--- src/rtl/sp_interp_sequencer.sv ---
`timescale 1ns/1ps
// sp_interp_sequencer: assembles an 8x8 byte window for the sub-pixel
// interpolator, holds it while the interpolator settles, captures its 15
// result bytes and drains them as a valid/ready byte stream. Loading the
// next window overlaps draining of the previous results.
module sp_interp_sequencer #(
  parameter int unsigned SETTLE_CYCLES = 2,
  parameter int unsigned CNT_W         = 16
) (
  input  logic             clk,
  input  logic             rst,
  input  logic [7:0]       pix_in,
  input  logic             pix_valid,
  output logic             pix_ready,
  output logic [511:0]     win_flat,
  output logic             win_valid,
  input  logic [119:0]     interp_res,
  output logic [7:0]       res_data,
  output logic [3:0]       res_idx,
  output logic             res_valid,
  input  logic             res_ready,
  output logic             res_last,
  output logic [CNT_W-1:0] win_count
);

  localparam int unsigned PTR_W = 6;
  localparam int unsigned IDX_W = 4;
  localparam int unsigned WIN_W = 512;
  localparam int unsigned RES_W = 120;
  localparam int unsigned SET_W = (SETTLE_CYCLES > 1) ? $clog2(SETTLE_CYCLES) : 1;

  localparam logic [PTR_W-1:0] LAST_PTR   = PTR_W'(63);
  localparam logic [IDX_W-1:0] LAST_IDX   = IDX_W'(14);
  localparam logic [SET_W-1:0] SETTLE_END = SET_W'(SETTLE_CYCLES - 1);

  typedef enum logic [1:0] {
    ST_LOAD,
    ST_SETTLE,
    ST_HOLD
  } state_t;

  state_t             state, state_nxt;
  logic [PTR_W-1:0]   ptr, ptr_nxt;
  logic [SET_W-1:0]   settle_cnt, settle_nxt;
  logic [WIN_W-1:0]   win;
  logic [RES_W-1:0]   res_buf;
  logic               pix_acc_c;
  logic               res_xfer_c;
  logic               buf_free_c;
  logic               capture_c;

  // Buffer can take a new capture when empty or when its last byte leaves now
  assign res_xfer_c = res_valid & res_ready;
  assign buf_free_c = ~res_valid | (res_xfer_c & (res_idx == LAST_IDX));
  assign pix_acc_c  = pix_valid & pix_ready;

  // Load FSM state register and counters
  always_ff @(posedge clk) begin
    if (rst) begin
      state      <= ST_LOAD;
      ptr        <= '0;
      settle_cnt <= '0;
    end else begin
      state      <= state_nxt;
      ptr        <= ptr_nxt;
      settle_cnt <= settle_nxt;
    end
  end

  // Load FSM next-state, handshake and capture decode
  always_comb begin
    state_nxt  = state;
    ptr_nxt    = ptr;
    settle_nxt = settle_cnt;
    capture_c  = 1'b0;
    pix_ready  = 1'b0;
    win_valid  = 1'b0;
    case (state)
      ST_LOAD: begin
        pix_ready = ~rst;
        if (pix_valid & ~rst) begin
          ptr_nxt = ptr + PTR_W'(1);
          if (ptr == LAST_PTR) begin
            state_nxt = ST_SETTLE;
          end
        end
      end
      ST_SETTLE: begin
        win_valid = 1'b1;
        if (settle_cnt == SETTLE_END) begin
          settle_nxt = '0;
          if (buf_free_c) begin
            capture_c = 1'b1;
            state_nxt = ST_LOAD;
          end else begin
            state_nxt = ST_HOLD;
          end
        end else begin
          settle_nxt = settle_cnt + SET_W'(1);
        end
      end
      ST_HOLD: begin
        win_valid = 1'b1;
        if (buf_free_c) begin
          capture_c = 1'b1;
          state_nxt = ST_LOAD;
        end
      end
      default: state_nxt = ST_LOAD;
    endcase
  end

  // Window registers: written only by accepted pixels
  always_ff @(posedge clk) begin
    if (rst) begin
      win <= '0;
    end else if (pix_acc_c) begin
      win[{ptr, 3'b000} +: 8] <= pix_in;
    end
  end

  // Result buffer: capture takes priority and may coincide with the final drain
  always_ff @(posedge clk) begin
    if (rst) begin
      res_buf   <= '0;
      res_idx   <= '0;
      res_valid <= 1'b0;
      win_count <= '0;
    end else if (capture_c) begin
      res_buf   <= interp_res;
      res_idx   <= '0;
      res_valid <= 1'b1;
      win_count <= win_count + CNT_W'(1);
    end else if (res_xfer_c) begin
      if (res_idx == LAST_IDX) begin
        res_idx   <= '0;
        res_valid <= 1'b0;
      end else begin
        res_idx <= res_idx + IDX_W'(1);
      end
    end
  end

  assign win_flat = win;
  assign res_data = 8'(res_buf >> {res_idx, 3'b000});
  assign res_last = res_valid & (res_idx == LAST_IDX);

endmodule
--- config.mk ---
export PLATFORM = sky130hd
export DESIGN_NAME = sp_interp_sequencer
export DESIGN_NICKNAME = d
export VERILOG_FILES = /design/src/rtl/sp_interp_sequencer.sv
export SDC_FILE = /design/constraint.sdc
export NUM_CORES = 1
export LEC_CHECK = 0
export ABC_AREA = 1
export CAP_MARGIN = 40
export CORE_AREA = 2 2 262 264
export DETAILED_ROUTE_END_ITERATION = 12
export DIE_AREA = 0 0 264 266
export PLACE_DENSITY = 0.74
export SYNTH_ARGS = -nofsm -noshare
export SYNTH_HDL_FRONTEND = slang
export SYNTH_SLANG_ARGS = --single-unit
--- constraint.sdc ---
create_clock -name clk -period 5.8 [get_ports clk]
set_clock_uncertainty 0.1 [all_clocks]
set_input_delay 0.87 -clock clk [delete_from_list [all_inputs] [get_ports clk]]
set_output_delay 0.87 -clock clk [all_outputs]
set_load 0.01 [all_outputs]
==> run summary <==
Top Family by Delay on Critical Path: buffers and inverters
PortBufs: 675
post-detailed-routing wire length: 100900 um
first-pass GRT wire length: 151000 um
Post-CTS Hold Buffers: 0
Hold Crit Class: reg2reg
Seq/Total Area, Yosys: 50.32%
final hold vios: 0
fmax: 226.6 MHz
synthesized flop and latch total: 662
Setup Fix Bufs, Post-CTS: 0
Root Buffer: clkbuf_16
clock slew seen by the registers of the worst setup and hold paths: 0.06 ns
worst setup slack after placement: 1.949 ns
die width: 264 um
post-DR vias/cell: 5.296
final setup fails: 0
CP startpoint kind: flip-flop
Worst-Margin Slew: 0.9071 ns
die area: 70220 sq um
router iterations before antenna repair: 6
fin nets: 4259
Arr. time, crit path: 3.44 ns
Tot Pwr: 11100 uW
initial drt markers: 2684
Residual DRC: 0
largest net degree at the start of global routing: 107
Setup TNS: 0 ns
Buf/Inv on CP: 3
R2R setup slack: 1.89 ns
Primary FF master, synth: dfxtp_1
slowest cell on the critical path: nor2_4
Core Region: 67750 sq um
CTS resizes: 0
post-synth cell types: 40
max cap viols: 0
placer congestion estimate: 0.9175
part of the cycle the worst path needs: 76.07%
total number of vias: 26770
initial antenna violation count: 3
Max FO, Critical Path: 33
total CTS buffers: 72
Remaining Overflow, GRT: 0
Max Slew Vio Count: 0
site row count: 96
Req. time, crit path: 4.83 ns
Critical Path End Type: primary output
Leakage Power: 0.01302 uW
number of synthesized flops with an enable pin: 0
WL/cell: 19.96 um
status: finished, final reports clean
# IOs: 676
post-DP HPWL: 70410 um
yosys warns: 0
vias in the first global route: 24910
Area Overhead vs Synth: 36.35%
RSZ-0062 raised after global routing: false
Post-Syn Area: 26340 sq um
worst path cell trace: inv_1 > buf_8 > nor2_4 > a22oi_1 > o211ai_1 > nand3_1 > o211ai_1 > clkdlybuf4s50_1
asr flop ratio synth: 0%
Initial Util: 38.87%
H-Tree Depth: 3
Worst VDD drop: 0.2233 mV
CP Class: reg2out
antenna viol nets, final: 0
Power Dens Cells: 309.1 nW/um^2
Avg Cell Area, Syn: 7.393 sq um
Die H: 266 um
Rel. slew slack: 39.53%
final hold slack: 0.3570 ns
Skew-Pair Late Insertion Delay: 0.62 ns
critical path's largest stage delay: 0.67 ns
min Tclk post-route: 4.412 ns
Mapped Nets: 3702
Top cell by count, worst path: o211ai_1
Mapped Cells: 3562
layout cell share with drive strength beyond 1: 5.561%
Clock Sinks: 662
fin worst setup slack: 1.388 ns
CTS tree: yes
clk buf depth: 3
Tot GR Track Use: 27.58%
worst register-to-register path: cells and delay by family (launching register included):
| kind | cells | cell delay, ns |
|---|---|---|
| simple gates | 7 | 1.67 |
| fa+ha+maj | 1 | 0.22 |
| flops | 1 | 0.45 |
| buf+inv | 3 | 1.11 |
| compound gates | 1 | 0.26 |
cell usage after synthesis (5+ instances only):
library cell / count / share of area, %
o21ai_0: 374 / 7.1
buf_1: 6 / 0.086
dfxtp_1: 662 / 50
nor4_1: 9 / 0.21
inv_1: 141 / 2.0
nor3_1: 37 / 0.70
buf_2: 60 / 1.1
nor2_1: 873 / 12
nand3_1: 202 / 3.8
nand4_1: 111 / 2.6
nor2_2: 15 / 0.36
nand2_1: 493 / 7.0
xor2_1: 5 / 0.17
o21bai_1: 17 / 0.48
a21oi_1: 267 / 5.1
clkbuf_1: 143 / 2.0
clkinv_1: 6 / 0.086
nor2_4: 12 / 0.51
o211ai_1: 19 / 0.54
ha_1: 8 / 0.38
a22oi_1: 24 / 0.68
inv_2: 13 / 0.19
nand2_2: 16 / 0.38
buf_4: 24 / 0.68
final cells by class:
type                       instances  area (sq um)
clock inverter                    15         171.4
tap                              882          1104
multi-input combinational       2504         11440
fill                            6401         31840
clock buffer                     112          2185
sequential                       662         13250
inverter                         160         609.3
timing repair buffer             719          7139
antenna                            1         2.502
cell families after synthesis:
kind of cell	synth area share, %
DFF	50.32
adders and majority gates	0.3801
buffers and inverters	6.357
xor gates and xnor gates	0.2328
AOI/OAI and AO/OA	14.05
and+or+nand+nor	28.65
state kept, by name (all words and copies together), names as in the netlist:
name	cells
win_flat	512
res_buf	120
win_count	16
ptr	6
res_idx	4
state	2
res_valid	1
settle_cnt	1
report_power, final:
| part | total [uW] | internal [uW] | switching, uW |
|---|---|---|---|
| Combinational | 1630 | 482 | 1150 |
| Sequential | 4880 | 4760 | 124 |
| Clock | 4590 | 2650 | 1930 |
| Total | 11100 | 7890 | 3210 |
metal layers:
metal  routed length [um]  vias to the layer above  global-route usage [%]
li1                     -                    12810                       -
met1                41220                    12540                   35.19
met2                45210                     1167                   43.25
met3                 9580                      252                   7.930
met4                 4883                        4                   12.41
met5                   21                        -                       0
final timing paths:
path,from,cells after the start,to
max,res_idx[1]$_SDFFE_PP0P_,8,res_data[6]
min,res_buf[110]$_SDFFE_PP0P_,2,res_buf[110]$_SDFFE_PP0P_
max reg2reg,ptr[0]$_SDFFE_PP0P_,12,win_flat[11]$_SDFFE_PP0P_
min reg2reg,res_buf[110]$_SDFFE_PP0P_,2,res_buf[110]$_SDFFE_PP0P_
placed cells by master (no fill, tap or decap), drive strengths merged, types with 2 or more instances in the layout:
master | netlist | routed
clkinv | 6 | 14
clkbuf | 143 | 112
o21ai | 376 | 376
nor3 | 39 | 39
clkinvlp | 0 | 2
dfxtp | 662 | 662
o21bai | 17 | 17
inv | 154 | 158
o211ai | 19 | 19
xor2 | 5 | 5
nor2 | 901 | 901
xnor2 | 2 | 2
clkdlybuf4s50 | 0 | 666
ha | 8 | 8
nor4 | 10 | 10
nand3 | 205 | 205
buf | 93 | 53
nor3b | 3 | 3
nand4 | 113 | 113
a22oi | 24 | 24
nand2 | 509 | 509
a21oi | 267 | 267
stage by stage:
| stage | utilization, % | std cells | area [sq um] |
|---|---|---|---|
| 3_3_place_gp | 49.37 | 4918 | 33440 |
| 3_5_place_dp | 49.52 | 4927 | 33550 |
| 2_1_floorplan | - | 3562 | 26340 |
| 5_1_grt | 53.00 | 5055 | 35910 |
| 4_1_cts | 53.00 | 5054 | 35900 |
| 6_report | 53.00 | 5055 | 35910 |
Note: power is estimated with default switching activity, not from simulation.
